$ cat config.mk
export PLATFORM = sky130hd
export DESIGN_NAME = acc_lut_ram_flat
export DESIGN_NICKNAME = d
export VERILOG_FILES = /design/src/rtl/acc_lut_pkg.sv /design/src/rtl/acc_lut_ram_if.sv /design/src/rtl/acc_lut_default.sv /design/src/rtl/acc_lut_ram.sv /design/src/flat_wrapper.sv
export SDC_FILE = /design/constraint.sdc
export NUM_CORES = 1
export LEC_CHECK = 0
export ABC_AREA = 1
export CAP_MARGIN = 20
export CORE_UTILIZATION = 35
export CTS_CLUSTER_DIAMETER = 40
export DETAILED_ROUTE_END_ITERATION = 12
export PLACE_DENSITY = 0.6
export SLEW_MARGIN = 20
export SYNTH_ARGS = -nofsm -noshare
export SYNTH_HDL_FRONTEND = slang
export SYNTH_SLANG_ARGS = --single-unit
$ cat constraint.sdc
create_clock -name clk -period 3 [get_ports clk]
set_clock_uncertainty 0.05 [all_clocks]
set_input_delay 0.45 -clock clk [delete_from_list [all_inputs] [get_ports clk]]
set_output_delay 0.45 -clock clk [all_outputs]
set_load 0.02 [all_outputs]
$ cat src/rtl/acc_lut_pkg.sv
// Shared types and default-constant table for the accumulator constant LUT.
package acc_lut_pkg;

   typedef enum logic {
      INIT  = 1'b0,
      READY = 1'b1
   } lut_state_e;

   localparam int unsigned K_MAX   = 0;
   localparam int unsigned K_MASK  = 1;
   localparam int unsigned K_ZERO  = 2;
   localparam int unsigned K_ONE   = 3;
   localparam int unsigned K_BASE  = 4;
   localparam int unsigned K_BASE1 = 5;
   localparam int unsigned K_BASE2 = 6;

   // Computed at 64 bits; callers cast down to their VAL_W.
   function automatic logic [63:0] acc_default(input int unsigned key, input int unsigned val_w);
      logic [63:0] base;
      logic [63:0] ones;
      base = 64'd1 << (val_w - 2);
      ones = (64'd1 << val_w) - 64'd1;
      case (key)
         K_MAX:   return ones;
         K_MASK:  return base - 64'd1;
         K_ZERO:  return 64'd0;
         K_ONE:   return 64'd1;
         K_BASE:  return base;
         K_BASE1: return base + 64'd1;
         K_BASE2: return base + 64'd2;
         default: return 64'd0;
      endcase
   endfunction

endpackage

$ cat src/rtl/acc_lut_ram_if.sv
// Request/response bundle between the accumulator control and the constant LUT.
interface acc_lut_ram_if #(
   parameter int KEY_W = 5,
   parameter int VAL_W = 8
);
   logic             en;
   logic             restore;
   logic             rd_en;
   logic [KEY_W-1:0] rd_key;
   logic [VAL_W-1:0] rd_value;
   logic             rd_valid;
   logic             rd_miss;
   logic             wr_en;
   logic [KEY_W-1:0] wr_key;
   logic [VAL_W-1:0] wr_value;
   logic             ready;

   modport master (
      output en, restore, rd_en, rd_key, wr_en, wr_key, wr_value,
      input  rd_value, rd_valid, rd_miss, ready
   );

   modport slave (
      input  en, restore, rd_en, rd_key, wr_en, wr_key, wr_value,
      output rd_value, rd_valid, rd_miss, ready
   );
endinterface

$ cat src/rtl/acc_lut_default.sv
// Combinational key -> architectural default constant, feeding the INIT walker.
module acc_lut_default
   import acc_lut_pkg::*;
#(
   parameter int KEY_W = 6,
   parameter int VAL_W = 8
) (
   input  logic [KEY_W-1:0] key,
   output logic [VAL_W-1:0] value
);

   always_comb begin
      value = VAL_W'(acc_default(32'(key), VAL_W));
   end

endmodule

$ cat src/rtl/acc_lut_ram.sv
// Writable constant LUT: self-initialises to defaults, then serves 1-cycle reads and runtime writes.
//   state | meaning
//   INIT  | walker writes default(init_ptr) into every entry; requests dropped
//   READY | reads/writes accepted; restore re-enters INIT
module acc_lut_ram
   import acc_lut_pkg::*;
#(
   parameter int KEY_W = 5,
   parameter int VAL_W = 8,
   parameter int DEPTH = 32
) (
   input  logic          clk,
   input  logic          reset,
   acc_lut_ram_if.slave  bus
);

   localparam int PTR_W  = $clog2(DEPTH) + 1;
   localparam int ADDR_W = (DEPTH > 1) ? $clog2(DEPTH) : 1;
   localparam logic [PTR_W-1:0] LAST_PTR = PTR_W'(DEPTH - 1);
   localparam logic [KEY_W:0]   DEPTH_K  = (KEY_W + 1)'(DEPTH);

   logic [VAL_W-1:0] mem [DEPTH];

   lut_state_e       state_q, state_nxt;
   logic [PTR_W-1:0] init_ptr_q, init_ptr_nxt;
   logic [VAL_W-1:0] init_value;
   logic             init_we;
   logic             rd_accept, wr_accept;
   logic             rd_in_range, wr_in_range;
   logic             rd_valid_q, rd_valid_nxt;
   logic             rd_miss_q, rd_miss_nxt;
   logic [VAL_W-1:0] rd_value_q, rd_value_nxt;

   acc_lut_default #(
      .KEY_W (PTR_W),
      .VAL_W (VAL_W)
   ) u_default (
      .key   (init_ptr_q),
      .value (init_value)
   );

   assign rd_in_range = ({1'b0, bus.rd_key} < DEPTH_K);
   assign wr_in_range = ({1'b0, bus.wr_key} < DEPTH_K);

   always_ff @(posedge clk) begin
      if (reset) begin
         state_q    <= INIT;
         init_ptr_q <= '0;
         rd_valid_q <= 1'b0;
         rd_miss_q  <= 1'b0;
         rd_value_q <= '0;
      end else begin
         state_q    <= state_nxt;
         init_ptr_q <= init_ptr_nxt;
         rd_valid_q <= rd_valid_nxt;
         rd_miss_q  <= rd_miss_nxt;
         rd_value_q <= rd_value_nxt;
      end
   end

   // Storage has no reset; INIT rewrites every implemented entry.
   always_ff @(posedge clk) begin
      if (!reset) begin
         if (init_we) begin
            mem[init_ptr_q[ADDR_W-1:0]] <= init_value;
         end else if (wr_accept) begin
            mem[bus.wr_key[ADDR_W-1:0]] <= bus.wr_value;
         end
      end
   end

   always_comb begin
      state_nxt    = state_q;
      init_ptr_nxt = init_ptr_q;
      init_we      = 1'b0;
      rd_accept    = 1'b0;
      wr_accept    = 1'b0;
      case (state_q)
         INIT: begin
            init_we      = 1'b1;
            init_ptr_nxt = init_ptr_q + PTR_W'(1);
            if (init_ptr_q == LAST_PTR) begin
               state_nxt = READY;
            end
         end
         READY: begin
            if (bus.restore) begin
               state_nxt    = INIT;
               init_ptr_nxt = '0;
            end else begin
               rd_accept = bus.rd_en && bus.en;
               wr_accept = bus.wr_en && wr_in_range;
            end
         end
         default: state_nxt = INIT;
      endcase
   end

   // Write-first: a same-cycle write to the read key bypasses the array.
   always_comb begin
      rd_valid_nxt = rd_accept;
      rd_miss_nxt  = rd_accept && !rd_in_range;
      rd_value_nxt = '0;
      if (rd_accept && rd_in_range) begin
         if (wr_accept && (bus.wr_key == bus.rd_key)) begin
            rd_value_nxt = bus.wr_value;
         end else begin
            rd_value_nxt = mem[bus.rd_key[ADDR_W-1:0]];
         end
      end
   end

   assign bus.ready    = (state_q == READY);
   assign bus.rd_valid = rd_valid_q;
   assign bus.rd_miss  = rd_miss_q;
   assign bus.rd_value = rd_value_q;

endmodule

$ cat src/flat_wrapper.sv
// flat-port wrapper written by rule: the top's interface ports become plain ports
module acc_lut_ram_flat import acc_lut_pkg::*;
#(
   parameter int KEY_W = 5,
   parameter int VAL_W = 8,
   parameter int DEPTH = 32
)
  (clk, reset, bus_en, bus_restore, bus_rd_en, bus_rd_key, bus_wr_en, bus_wr_key, bus_wr_value, bus_rd_value, bus_rd_valid, bus_rd_miss, bus_ready);
  acc_lut_ram_if #(.KEY_W(KEY_W), .VAL_W(VAL_W)) bus_i ();
  input  logic clk;
  input  logic reset;
  input wire logic [$bits(bus_i.en)-1:0] bus_en;
  input wire logic [$bits(bus_i.restore)-1:0] bus_restore;
  input wire logic [$bits(bus_i.rd_en)-1:0] bus_rd_en;
  input wire logic [$bits(bus_i.rd_key)-1:0] bus_rd_key;
  input wire logic [$bits(bus_i.wr_en)-1:0] bus_wr_en;
  input wire logic [$bits(bus_i.wr_key)-1:0] bus_wr_key;
  input wire logic [$bits(bus_i.wr_value)-1:0] bus_wr_value;
  output wire logic [$bits(bus_i.rd_value)-1:0] bus_rd_value;
  output wire logic [$bits(bus_i.rd_valid)-1:0] bus_rd_valid;
  output wire logic [$bits(bus_i.rd_miss)-1:0] bus_rd_miss;
  output wire logic [$bits(bus_i.ready)-1:0] bus_ready;
  assign bus_i.en = bus_en;
  assign bus_i.restore = bus_restore;
  assign bus_i.rd_en = bus_rd_en;
  assign bus_i.rd_key = bus_rd_key;
  assign bus_i.wr_en = bus_wr_en;
  assign bus_i.wr_key = bus_wr_key;
  assign bus_i.wr_value = bus_wr_value;
  assign bus_rd_value = bus_i.rd_value;
  assign bus_rd_valid = bus_i.rd_valid;
  assign bus_rd_miss = bus_i.rd_miss;
  assign bus_ready = bus_i.ready;
  acc_lut_ram #(.KEY_W(KEY_W), .VAL_W(VAL_W), .DEPTH(DEPTH)) u_core (.clk(clk), .reset(reset), .bus(bus_i));
endmodule
==> impl_metrics.prom, run 1 <==
# TYPE chip_impl_metric gauge
chip_impl_info{name="status",value="complete, no violations"} 1
chip_impl_metric{name="place_hpwl",unit="um"} 18500
chip_impl_info{name="critical_path.top_delay_family",value="simple AND/OR/NAND/NOR gates"} 1
chip_impl_metric{name="sum_of_negative_setup_slack",unit="ps"} 0
chip_impl_metric{name="vias",unit=""} 8538
chip_impl_metric{name="post_synth.cell_area_avg",unit="um^2"} 9.95
chip_impl_metric{name="core_area",unit="um^2"} 33600
chip_impl_metric{name="global_route_wire_length_before_repair",unit="um"} 47100
chip_impl_info{name="critical_path.endpoint",value="u_core.mem[26][5]"} 1
chip_impl_metric{name="route.detailed.wl_per_inst",unit="um"} 17.4
chip_impl_metric{name="min_path_cells",unit=""} 2
chip_impl_metric{name="clk_pin_slew_worst_paths",unit="ps"} 50
chip_impl_metric{name="finalCoreUtilization",unit=""} 0.428
chip_impl_metric{name="synthToLayoutAreaGrowth",unit="%"} 20.0
chip_impl_info{name="cell_accounting_for_the_most_synthesized_area",value="sky130_fd_sc_hd__edfxtp_1"} 1
chip_impl_metric{name="h-tree-depth",unit=""} 2
chip_impl_metric{name="layout-drive-gt1-share",unit=""} 0.107
chip_impl_metric{name="max_cap_violations",unit=""} 0
chip_impl_metric{name="avgViaCountPerCell",unit=""} 4.88
chip_impl_metric{name="placed_area",unit="um^2"} 13200
chip_impl_metric{name="numCtsBuffers",unit=""} 36
chip_impl_metric{name="clock_tree.buffer_depth",unit=""} 3
chip_impl_metric{name="cp.buffers_inverters",unit=""} 3
chip_impl_metric{name="post_synthesis_register_bit_count",unit=""} 272
chip_impl_metric{name="reg2reg_setup_slack",unit="ps"} 750
chip_impl_info{name="crit_path_cell_trace",value="inv_2 -> nor2_4 -> nand3_4 -> nand2_1 -> nand2_1 -> inv_1 -> nand3_1 -> nor2_1 -> buf_4"} 1
chip_impl_info{name="end_kind",value="flip-flop"} 1
chip_impl_metric{name="timing.critical_path.required",unit="ps"} 3160
chip_impl_metric{name="die_w",unit="um"} 187
chip_impl_metric{name="num_antenna_cells",unit=""} 0
chip_impl_info{name="worst_setup_path_startpoint",value="u_core.bus.ready"} 1
chip_impl_info{name="setup.worst_path.start_class",value="flip-flop"} 1
chip_impl_metric{name="yosysTopAreaCellShare",unit=""} 0.642
chip_impl_info{name="reg2reg_from",value="u_core.bus.ready"} 1
chip_impl_metric{name="slew_headroom",unit=""} 0.606
chip_impl_metric{name="grt_max_degree",unit=""} 130
chip_impl_metric{name="cts_repair_resize_count",unit=""} 0
chip_impl_info{name="ys_dominant_reg_cell",value="sky130_fd_sc_hd__edfxtp_1"} 1
chip_impl_metric{name="peakVddDrop",unit="uV"} 507
chip_impl_metric{name="critPathMaxStageDelay",unit="ps"} 420
chip_impl_metric{name="final_cell_area",unit="um^2"} 14400
chip_impl_metric{name="cts.hold.buffers_added",unit=""} 0
chip_impl_metric{name="mappedNetlistArea",unit="um^2"} 12000
chip_impl_metric{name="post-route-drc-count",unit=""} 0
chip_impl_metric{name="cts.repair_timing.setup_buffer_count",unit=""} 0
chip_impl_metric{name="finalWorstPathRequiredPeriod",unit="ps"} 2250
chip_impl_metric{name="drt_iter0_drc",unit=""} 677
chip_impl_metric{name="synthCells",unit=""} 1204
chip_impl_metric{name="setup_viol_count_final",unit=""} 0
chip_impl_metric{name="register_area_share_after_synthesis",unit=""} 0.668
chip_impl_metric{name="clock_insertion_delay_worst_skew",unit="ps"} 510
chip_impl_metric{name="worstMarginPinSlew",unit="ps"} 592
chip_impl_info{name="synthMostInstantiatedCell",value="sky130_fd_sc_hd__nand2_1"} 1
chip_impl_metric{name="report.final.slew_viol_count",unit=""} 0
chip_impl_metric{name="num-nets-final",unit=""} 1304
chip_impl_info{name="synth.cells.most_frequent",value="440 x sky130_fd_sc_hd__nand2_1, 256 x sky130_fd_sc_hd__edfxtp_1, 182 x sky130_fd_sc_hd__nand3_1"} 1
chip_impl_metric{name="clock-sinks",unit=""} 272
chip_impl_metric{name="report.final.hold_viol_count",unit=""} 0
chip_impl_metric{name="mappedNetlistNets",unit=""} 1232
chip_impl_metric{name="async_flop_share",unit=""} 0
chip_impl_metric{name="ant_nets",unit=""} 0
chip_impl_metric{name="grt_remaining_overflow",unit=""} 0
chip_impl_info{name="rsz0062_at_grt",value="no"} 1
chip_impl_metric{name="numPortBuffers",unit=""} 33
chip_impl_metric{name="synthesis.yosys.warnings",unit=""} 0
chip_impl_metric{name="antenna_found_initial",unit=""} 0
chip_impl_metric{name="io-pin-count",unit=""} 35
chip_impl_metric{name="die-height",unit="um"} 187
chip_impl_metric{name="drtPass1Iterations",unit=""} 5
chip_impl_metric{name="vias_in_the_first_global_route",unit=""} 8309
chip_impl_metric{name="worst-path-max-fanout",unit=""} 16
chip_impl_metric{name="length_in_cells_of_the_worst_reg_to_reg_path",unit=""} 9
chip_impl_metric{name="globalplace.congestion",unit=""} 0.819
chip_impl_metric{name="floorplan.rows",unit=""} 67
chip_impl_metric{name="power.leakage",unit="nW"} 5.78
chip_impl_metric{name="detail_route.wirelength",unit="um"} 30300
chip_impl_metric{name="synth_edf_count",unit=""} 256
chip_impl_info{name="tritoncts",value="yes"} 1
chip_impl_info{name="path_common_cell",value="sky130_fd_sc_hd__nand2_1"} 1
chip_impl_info{name="hold_path_class",value="flip-flop to flip-flop"} 1
chip_impl_info{name="cts-root-buf",value="sky130_fd_sc_hd__clkbuf_16"} 1
chip_impl_info{name="worst-setup-path-type",value="flip-flop to flip-flop"} 1
chip_impl_metric{name="final_worst_path_cycle_share",unit=""} 0.748
chip_impl_info{name="critical_path.slowest_cell",value="sky130_fd_sc_hd__dfxtp_1"} 1
chip_impl_metric{name="power_density",unit="nW/um^2"} 654
chip_impl_metric{name="fmax",unit="MHz"} 445
chip_impl_metric{name="crit_arrival",unit="ps"} 2400
chip_impl_metric{name="initial_core_util",unit=""} 0.356
chip_impl_info{name="r2r_end",value="u_core.mem[26][5]"} 1
chip_impl_metric{name="floorplan.die_area",unit="um^2"} 35000
chip_impl_metric{name="synth.lib_cells_used.distinct",unit=""} 29
chip_impl_metric{name="grt_util_all_layers",unit=""} 0.176
chip_impl_metric{name="timing.critical_path.depth",unit=""} 9
chip_impl_info{name="post_synth_main_area_contributors",value="sky130_fd_sc_hd__edfxtp_1 64%, sky130_fd_sc_hd__nand2_1 14%, sky130_fd_sc_hd__nand3_1 7.6%"} 1
-- worst min path at each step --
stage	from	endpoint	slack, ps
6_report	u_core.init_ptr_q[3]	u_core.init_ptr_q[3]	480
4_1_cts	u_core.init_ptr_q[3]	u_core.init_ptr_q[3]	490
5_1_grt	u_core.init_ptr_q[3]	u_core.init_ptr_q[3]	500
3_5_place_dp	u_core.init_ptr_q[3]	u_core.init_ptr_q[3]	480
3_3_place_gp	u_core.init_ptr_q[3]	u_core.init_ptr_q[3]	480
2_1_floorplan	u_core.init_ptr_q[3]	u_core.init_ptr_q[3]	430
-- metal layers --
layer	up-vias	track usage	routed length, um
met5	-	0	0
met4	0	0.0643	949
met3	60	0.0298	2060
met2	297	0.279	13900
met1	4059	0.242	13400
li1	4122	-	-
-- where the power goes --
part           leakage [nW]  internal (mW)  switching [mW]  total [mW]
sequential             2.42           4.32          0.0122        4.33
clock                 0.585           2.66            1.57        4.23
combinational          2.78          0.234           0.604       0.838
total                  5.78           7.21            2.19        9.40
-- cell families after synthesis --
group,Yosys count,share of synthesized area
adders and majority gates,4,0.00418
buffers and inverters,167,0.0572
AOI/OAI and AO/OA,34,0.0154
and+or+nand+nor,726,0.255
DFF,272,0.668
other,1,0.000313
-- cell usage in the layout (no fill, tap or decap), drive strengths merged --
| cell type | synthesis | layout |
|---|---|---|
| bufinv | 0 | 4 |
| clkbuf | 19 | 41 |
| nand3 | 184 | 184 |
| ha | 4 | 4 |
| o22ai | 1 | 1 |
| inv | 106 | 108 |
| o211ai | 1 | 1 |
| a21oi | 4 | 4 |
| nand4 | 7 | 7 |
| conb | 1 | 1 |
| edfxtp | 256 | 256 |
| nand2 | 440 | 440 |
| dfxtp | 16 | 16 |
| a221oi | 1 | 1 |
| clkinv | 1 | 14 |
| buf | 41 | 63 |
| clkinvlp | 0 | 2 |
| o31ai | 1 | 1 |
| o21ai | 26 | 26 |
| clkdlybuf4s50 | 0 | 31 |
| nand3b | 1 | 1 |
| nor2 | 94 | 94 |
-- tightest hold or removal path, stage by stage (launching register included) --
cell and delay, ps:
sky130_fd_sc_hd__dfxtp_1 340, sky130_fd_sc_hd__nand2_1 80, sky130_fd_sc_hd__a221oi_1 60
-- final cells by class --
class	count	area, um^2
clock buffers	41	962
clock inverters	21	231
fillers	3165	19200
inverters	107	403
multi-input cells	765	3290
flip-flops and latches	272	8010
well taps	448	561
repair buffers	94	918
-- through the flow --
| step | power [mW] | std cells | hold WS, ps | worst slack (ps) |
|---|---|---|---|---|
| final | 9.40 | 1748 | 483 | 755 |
| after global routing | 9.70 | 1748 | 502 | 576 |
| after CTS | 9.48 | 1748 | 487 | 770 |
| after detailed placement | 5.25 | 1686 | 481 | 320 |
| after global placement | 5.24 | 1686 | 479 | 348 |
| after floorplan | 4.82 | 1204 | 428 | 194 |
-- flip-flops by register name, summed over array words and instances (netlist names) --
name / count
u_core.bus.rd_valid: 1
u_core.bus.rd_value: 8
u_core.bus.ready: 1
u_core.init_ptr_q: 6
u_core.mem: 256
No activity file was read; power rests on OpenSTA's default activity.
==> run 2, diff against run 1 <==
- PLACE_DENSITY: 0.6 -> 0.62
- clock period: 3 -> 2 ns (I/O delays scaled with it)
==> run 2 against run 1 <==
  * Cell count increased by 3.0%
  * Fmax grew 17%
  * Combinational power is 67% higher
  * Critical endpoint is now u_core.mem[5][5]
  * Highest routed layer unchanged
==> impl_metrics.prom, run 2 (synthesized netlist as in run 1, its figures left out) <==
# TYPE chip_impl_metric gauge
chip_impl_info{name="status",value="complete, no violations"} 1
chip_impl_metric{name="route.detailed.wl_per_inst",unit="um"} 16.8
chip_impl_metric{name="worstMarginPinSlew",unit="ps"} 523
chip_impl_metric{name="seqCellArea",unit="um^2"} 8010
chip_impl_metric{name="detail_route.wirelength",unit="um"} 30200
chip_impl_metric{name="timing.critical_path.required",unit="ps"} 2160
chip_impl_metric{name="core_area",unit="um^2"} 33600
chip_impl_metric{name="initial_core_util",unit=""} 0.356
chip_impl_metric{name="power.leakage",unit="nW"} 6.10
chip_impl_metric{name="global_route_wire_length_before_repair",unit="um"} 47800
chip_impl_metric{name="placed_cells",unit=""} 1733
chip_impl_metric{name="clock_insertion_delay_worst_skew",unit="ps"} 520
chip_impl_info{name="crit_path_cell_trace",value="inv_4 -> nor2_4 -> nand3_4 -> nand2_1 -> nand2_2 -> inv_1 -> nand3_1 -> buf_12 -> nor2_2 -> buf_4"} 1
chip_impl_metric{name="num-nets-final",unit=""} 1355
chip_impl_metric{name="netSwitchingFraction",unit=""} 0.236
chip_impl_metric{name="die_w",unit="um"} 187
chip_impl_metric{name="h-tree-depth",unit=""} 2
chip_impl_metric{name="clk_pin_slew_worst_paths",unit="ps"} 50
chip_impl_metric{name="critPathMaxStageDelay",unit="ps"} 380
chip_impl_info{name="worst-setup-path-type",value="flip-flop to flip-flop"} 1
chip_impl_metric{name="floorplan.rows",unit=""} 67
chip_impl_info{name="mostFrequentLayoutCells",value="435 x sky130_fd_sc_hd__nand2_1, 256 x sky130_fd_sc_hd__edfxtp_1, 178 x sky130_fd_sc_hd__nand3_1"} 1
chip_impl_metric{name="crit_arrival",unit="ps"} 2080
chip_impl_metric{name="grt_util_all_layers",unit=""} 0.177
chip_impl_info{name="mostFrequentLayoutCell",value="sky130_fd_sc_hd__nand2_1"} 1
chip_impl_metric{name="globalplace.congestion",unit=""} 0.895
chip_impl_metric{name="post-route-drc-count",unit=""} 0
chip_impl_metric{name="max_cap_violations",unit=""} 0
chip_impl_metric{name="multi_input_comb_area",unit="um^2"} 3410
chip_impl_metric{name="place_ws",unit="ps"} -357
chip_impl_metric{name="clockPowerShare",unit=""} 0.451
chip_impl_metric{name="finalCoreUtilization",unit=""} 0.449
chip_impl_metric{name="final_cells",unit=""} 1801
chip_impl_metric{name="peakVddDrop",unit="uV"} 732
chip_impl_metric{name="fmax",unit="MHz"} 521
chip_impl_metric{name="vias",unit=""} 8708
chip_impl_metric{name="layout-drive-gt1-share",unit=""} 0.174
chip_impl_metric{name="num-fill-cells",unit=""} 3084
chip_impl_metric{name="antenna_found_initial",unit=""} 0
chip_impl_metric{name="length_in_cells_of_the_worst_reg_to_reg_path",unit=""} 10
chip_impl_info{name="hold_path_class",value="input pin to flip-flop"} 1
chip_impl_info{name="critical_path.slowest_cell",value="sky130_fd_sc_hd__dfxtp_4"} 1
chip_impl_metric{name="min_path_cells",unit=""} 3
chip_impl_metric{name="grt_remaining_overflow",unit=""} 0
chip_impl_metric{name="place_hpwl",unit="um"} 19700
chip_impl_metric{name="report.final.hold_viol_count",unit=""} 0
chip_impl_metric{name="layout_setup_ws",unit="ps"} 80.8
chip_impl_metric{name="io-pin-count",unit=""} 35
chip_impl_metric{name="drtPass1Iterations",unit=""} 5
chip_impl_metric{name="number_of_flip_flops_in_the_largest_register",unit=""} 256
chip_impl_metric{name="numCtsBuffers",unit=""} 37
chip_impl_info{name="cts-root-buf",value="sky130_fd_sc_hd__clkbuf_16"} 1
chip_impl_metric{name="power.share.combinational",unit=""} 0.098
chip_impl_metric{name="clock_tree.buffer_depth",unit=""} 3
chip_impl_metric{name="floorplan.die_area",unit="um^2"} 35000
chip_impl_metric{name="report.final.slew_viol_count",unit=""} 0
chip_impl_metric{name="internal_power",unit="mW"} 11.0
chip_impl_metric{name="setup_viol_count_final",unit=""} 0
chip_impl_metric{name="final_cell_area",unit="um^2"} 15100
chip_impl_metric{name="final_worst_path_cycle_share",unit=""} 0.960
chip_impl_metric{name="total_switching_power",unit="mW"} 3.40
chip_impl_metric{name="clock-sinks",unit=""} 272
chip_impl_metric{name="die-height",unit="um"} 187
chip_impl_info{name="rsz0062_at_grt",value="yes"} 1
chip_impl_metric{name="vias_in_the_first_global_route",unit=""} 8839
chip_impl_metric{name="hold_ws",unit="ps"} 370
chip_impl_info{name="tritoncts",value="yes"} 1
chip_impl_metric{name="worst-path-max-fanout",unit=""} 11
chip_impl_metric{name="grt_max_degree",unit=""} 68
chip_impl_metric{name="power_density",unit="nW/um^2"} 953
chip_impl_metric{name="ant_nets",unit=""} 0
chip_impl_metric{name="slew_headroom",unit=""} 0.650
chip_impl_metric{name="placed_area",unit="um^2"} 13800
chip_impl_metric{name="power.share.sequential",unit=""} 0.451
chip_impl_info{name="setup.worst_path.start_class",value="flip-flop"} 1
chip_impl_metric{name="avgViaCountPerCell",unit=""} 4.84
chip_impl_metric{name="synthToLayoutAreaGrowth",unit="%"} 26.0
chip_impl_metric{name="finalWorstPathRequiredPeriod",unit="ps"} 1920
chip_impl_metric{name="numPortBuffers",unit=""} 33
chip_impl_metric{name="drt_iter0_drc",unit=""} 704
chip_impl_metric{name="num_antenna_cells",unit=""} 0
chip_impl_info{name="end_kind",value="flip-flop"} 1
## run 2: changes by cell type in the layout (fill, tap and decap cells not counted), moves of 4 or more
cell,previous run,this run
sky130_fd_sc_hd__buf_12,11,23
sky130_fd_sc_hd__buf_4,51,83
sky130_fd_sc_hd__buf_6,0,6
sky130_fd_sc_hd__inv_6,0,5
sky130_fd_sc_hd__nand2_1,440,435
sky130_fd_sc_hd__nand2_2,0,5
sky130_fd_sc_hd__nand3_1,182,178
sky130_fd_sc_hd__nand3_2,0,4
sky130_fd_sc_hd__nor2_1,86,54
sky130_fd_sc_hd__nor2_2,5,36
## run 2: cell type report
cell class | count | area share
Clock buffer | 41 | 0.0638
Clock inverter | 24 | 0.0181
Inverter | 107 | 0.0269
Multi-Input combinational cell | 765 | 0.226
Sequential cell | 272 | 0.531
Tap cell | 448 | 0.0371
Timing Repair Buffer | 144 | 0.0972
## run 2: timing repair
| item | CTS | global route |
|---|---|---|
| buffers inserted | 0 | 3 |
| resized for setup | 0 | 15 |
| setup endpoints to repair | 0 | 332 |
| hold buffers | 0 | 0 |
## run 2: final timing paths
| kind | start | to | slack, ps |
|---|---|---|---|
| min | bus_en | u_core.bus.rd_valid | 370 |
| max | u_core.bus.ready | u_core.mem[5][5] | 80 |
| min reg2reg | u_core.init_ptr_q[3] | u_core.init_ptr_q[3] | 490 |
| max reg2reg | u_core.bus.ready | u_core.mem[5][5] | 80 |
## run 2: through the flow
| stage | total power, mW | TNS (ps) |
|---|---|---|
| floorplan | 7.25 | -15860 |
| global placement | 8.00 | -127270 |
| detailed placement | 8.01 | -142360 |
| CTS | 14.5 | 0 |
| global route | 14.8 | -128 |
| finish | 14.4 | 0 |
## run 2: power by group through the flow
| stage | sequential, mW | clock [mW] | combinational [mW] |
|---|---|---|---|
| after detailed placement | 6.61 | 0 | 1.40 |
| after floorplan | 6.62 | 0 | 0.630 |
| after CTS | 6.49 | 6.57 | 1.40 |
| after global routing | 6.49 | 6.80 | 1.52 |
| after global placement | 6.61 | 0 | 1.39 |
| final | 6.49 | 6.49 | 1.40 |
## run 2: critical path: cells and delay by family (launching register included)
| family | cells | cell delay [ps] |
|---|---|---|
| flip-flops | 1 | 380 |
| AND/OR/NAND/NOR | 6 | 700 |
| buffers and inverters | 4 | 490 |
## run 2: layer usage
metal,vias up,track usage,part of all wire
li1,4231,-,-
met1,4083,0.239,0.44
met2,322,0.285,0.45
met3,72,0.0310,0.070
met4,0,0.0675,0.034
met5,-,0,0
==> run 3, diff against run 2 <==
--- a/config.mk
+++ b/config.mk
@@ -7,4 +7,5 @@
 export LEC_CHECK = 0
 export ABC_AREA = 1
+export ABC_CLOCK_PERIOD_IN_PS = 2000
 export CAP_MARGIN = 20
 export CORE_UTILIZATION = 35
@@ -12,4 +13,5 @@
 export DETAILED_ROUTE_END_ITERATION = 12
 export PLACE_DENSITY = 0.62
+export SKIP_LAST_GASP = 1
 export SLEW_MARGIN = 20
 export SYNTH_ARGS = -nofsm -noshare
==> constraint.sdc (replaced) <==
create_clock -name clk -period 2 [get_ports clk]
set_clock_uncertainty 0.05 [all_clocks]
set_input_delay 0.4 -clock clk [delete_from_list [all_inputs] [get_ports clk]]
set_output_delay 0.4 -clock clk [all_outputs]
set_load 0.02 [all_outputs]
==> run 3 against run 2 <==
  * Register-to-register slack barely moved
  * Global-route usage is 0.099 points higher
  * Critical path type is now flip-flop to output pin
  * Hold slack worse by 96 ps
  * Highest routed layer unchanged
  * Flip-flop and latch count stayed put
  * Core utilization is 0.23 points higher
==> impl_metrics.prom, run 3 (synthesized netlist as in run 1, its figures left out) <==
# TYPE chip_impl_metric gauge
chip_impl_metric{name="h-tree-depth",unit=""} 2
chip_impl_metric{name="global_route_wire_length_before_repair",unit="um"} 48000
chip_impl_info{name="critical_path.slowest_cell",value="sky130_fd_sc_hd__clkdlybuf4s50_1"} 1
chip_impl_metric{name="peakVddDrop",unit="uV"} 818
chip_impl_metric{name="fmax",unit="MHz"} 514
chip_impl_info{name="setup.worst_path.start_class",value="flip-flop"} 1
chip_impl_metric{name="netSwitchingFraction",unit=""} 0.238
chip_impl_metric{name="cts.hold.buffers_added",unit=""} 0
chip_impl_metric{name="power.leakage",unit="nW"} 6.16
chip_impl_metric{name="layout-drive-gt1-share",unit=""} 0.179
chip_impl_metric{name="clock_tree.buffer_depth",unit=""} 3
chip_impl_metric{name="grt_remaining_overflow",unit=""} 0
chip_impl_metric{name="drtPass1Iterations",unit=""} 5
chip_impl_info{name="mostFrequentLayoutCell",value="sky130_fd_sc_hd__nand2_1"} 1
chip_impl_metric{name="numPortBuffers",unit=""} 33
chip_impl_metric{name="number_of_flip_flops_in_the_largest_register",unit=""} 256
chip_impl_metric{name="worst-path-max-fanout",unit=""} 1
chip_impl_metric{name="die_w",unit="um"} 187
chip_impl_metric{name="vias_in_the_first_global_route",unit=""} 8747
chip_impl_metric{name="finalCoreUtilization",unit=""} 0.451
chip_impl_metric{name="drt_iter0_drc",unit=""} 679
chip_impl_info{name="end_kind",value="output pin"} 1
chip_impl_metric{name="clock_insertion_delay_worst_skew",unit="ps"} 520
chip_impl_metric{name="floorplan.rows",unit=""} 67
chip_impl_metric{name="report.final.hold_viol_count",unit=""} 0
chip_impl_metric{name="num_antenna_cells",unit=""} 0
chip_impl_info{name="rsz0062_at_grt",value="yes"} 1
chip_impl_metric{name="final_worst_path_cycle_share",unit=""} 0.973
chip_impl_metric{name="num-fill-cells",unit=""} 3041
chip_impl_metric{name="grt_max_degree",unit=""} 54
chip_impl_metric{name="num-nets-final",unit=""} 1366
chip_impl_metric{name="die-height",unit="um"} 187
chip_impl_metric{name="avgViaCountPerCell",unit=""} 4.84
chip_impl_metric{name="post-route-drc-count",unit=""} 0
chip_impl_metric{name="floorplan.die_area",unit="um^2"} 35000
chip_impl_metric{name="crit_arrival",unit="ps"} 1500
chip_impl_info{name="crit_path_cell_trace",value="clkdlybuf4s50_1"} 1
chip_impl_metric{name="antenna_found_initial",unit=""} 0
chip_impl_metric{name="ant_nets",unit=""} 0
chip_impl_metric{name="synthToLayoutAreaGrowth",unit="%"} 26.6
chip_impl_metric{name="length_in_cells_of_the_worst_reg_to_reg_path",unit=""} 10
chip_impl_metric{name="place_hpwl",unit="um"} 20000
chip_impl_info{name="hold_path_class",value="input pin to flip-flop"} 1
chip_impl_metric{name="initial_core_util",unit=""} 0.356
chip_impl_metric{name="clk_pin_slew_worst_paths",unit="ps"} 50
chip_impl_metric{name="critPathMaxStageDelay",unit="ps"} 620
chip_impl_metric{name="vias",unit=""} 8774
chip_impl_metric{name="core_area",unit="um^2"} 33600
chip_impl_metric{name="min_path_cells",unit=""} 3
chip_impl_metric{name="clock-sinks",unit=""} 272
chip_impl_metric{name="io-pin-count",unit=""} 35
chip_impl_metric{name="clockPowerShare",unit=""} 0.445
chip_impl_info{name="mostFrequentLayoutCells",value="436 x sky130_fd_sc_hd__nand2_1, 256 x sky130_fd_sc_hd__edfxtp_1, 179 x sky130_fd_sc_hd__nand3_1"} 1
chip_impl_metric{name="route.detailed.wl_per_inst",unit="um"} 16.8
chip_impl_metric{name="grt_util_all_layers",unit=""} 0.178
chip_impl_metric{name="internal_power",unit="mW"} 10.9
chip_impl_metric{name="report.final.slew_viol_count",unit=""} 0
chip_impl_info{name="tritoncts",value="yes"} 1
chip_impl_info{name="status",value="complete, no violations"} 1
chip_impl_metric{name="timing.critical_path.required",unit="ps"} 1550
chip_impl_metric{name="max_cap_violations",unit=""} 0
chip_impl_metric{name="numCtsBuffers",unit=""} 37
chip_impl_metric{name="finalWorstPathRequiredPeriod",unit="ps"} 1950
chip_impl_metric{name="setup_viol_count_final",unit=""} 0
chip_impl_metric{name="power.share.sequential",unit=""} 0.455
chip_impl_metric{name="globalplace.congestion",unit=""} 0.873
chip_impl_metric{name="power.share.combinational",unit=""} 0.100
chip_impl_metric{name="hold_ws",unit="ps"} 274
chip_impl_info{name="worst-setup-path-type",value="flip-flop to output pin"} 1
chip_impl_metric{name="timing.critical_path.depth",unit=""} 1
chip_impl_info{name="cts-root-buf",value="sky130_fd_sc_hd__clkbuf_16"} 1
chip_impl_metric{name="detail_route.wirelength",unit="um"} 30500
chip_impl_metric{name="total_switching_power",unit="mW"} 3.40
chip_impl_metric{name="power_density",unit="nW/um^2"} 940
chip_impl_info{name="critical_path.top_delay_family",value="buffers and inverters"} 1
chip_impl_metric{name="cp.buffers_inverters",unit=""} 1
run 3: changes by cell type in the layout (fill, tap and decap cells not counted), moves of 2 or more:
cell / previous run / this run
sky130_fd_sc_hd__buf_4: 83 / 86
sky130_fd_sc_hd__buf_6: 6 / 13
sky130_fd_sc_hd__bufinv_16: 4 / 2
sky130_fd_sc_hd__clkbuf_1: 3 / 6
sky130_fd_sc_hd__clkdlybuf4s50_1: 31 / 29
sky130_fd_sc_hd__clkinv_2: 6 / 9
sky130_fd_sc_hd__inv_6: 5 / 2
sky130_fd_sc_hd__inv_8: 1 / 3
run 3: final timing paths:
kind,start,slack [ps],endpoint
setup / recovery,u_core.bus.rd_value[0],50,bus_rd_value[0]
hold / removal,reset,270,u_core.init_ptr_q[3]
setup reg to reg,u_core.bus.ready,80,u_core.mem[6][6]
hold reg to reg,u_core.init_ptr_q[3],480,u_core.init_ptr_q[3]
run 3: area by class of cell:
type	count	area (um^2)	area share
clock buffer	46	1010	0.0667
clock inverter	21	196	0.0129
inverter	107	405	0.0267
multi-input combinational	766	3410	0.225
sequential	272	8010	0.528
tap	448	561	0.0370
timing repair buffer	154	1570	0.103
run 3: tightest hold or removal path, stage by stage:
cell and delay [ps]:
sky130_fd_sc_hd__dlymetal6s2s_1 160, sky130_fd_sc_hd__buf_4 170, sky130_fd_sc_hd__a221oi_1 50
run 3: metal layers:
metal / vias up / track usage / routed length [um]
met5: - / 0 / 0
met4: 0 / 0.0640 / 885
met3: 58 / 0.0315 / 2060
met2: 314 / 0.295 / 14500
met1: 4142 / 0.234 / 13100
li1: 4260 / - / -
run 3: through the flow:
stage	instance area [um^2]	power, mW	setup WS [ps]	std cells	TNS (ps)
2_1_floorplan	12100	7.25	-248	1204	-15860
4_1_cts	15100	14.4	15.6	1811	0
5_1_grt	15200	14.7	-34.8	1814	-1180
3_3_place_gp	13900	8.02	-435	1744	-174960
6_report	15200	14.3	54.7	1814	0
3_5_place_dp	13900	8.03	-457	1744	-191750
run 3: power groups by stage:
stage	registers [mW]	clock network [mW]	logic [mW]
2_1_floorplan	6.62	0	0.630
3_3_place_gp	6.61	0	1.42
3_5_place_dp	6.61	0	1.43
4_1_cts	6.49	6.44	1.43
5_1_grt	6.49	6.67	1.54
6_report	6.49	6.34	1.43
run 3: repair_timing:
action,CTS,global route
buffers inserted,0,2
gates cloned,0,1
gates resized for setup,1,21
setup endpoints to repair,1,271
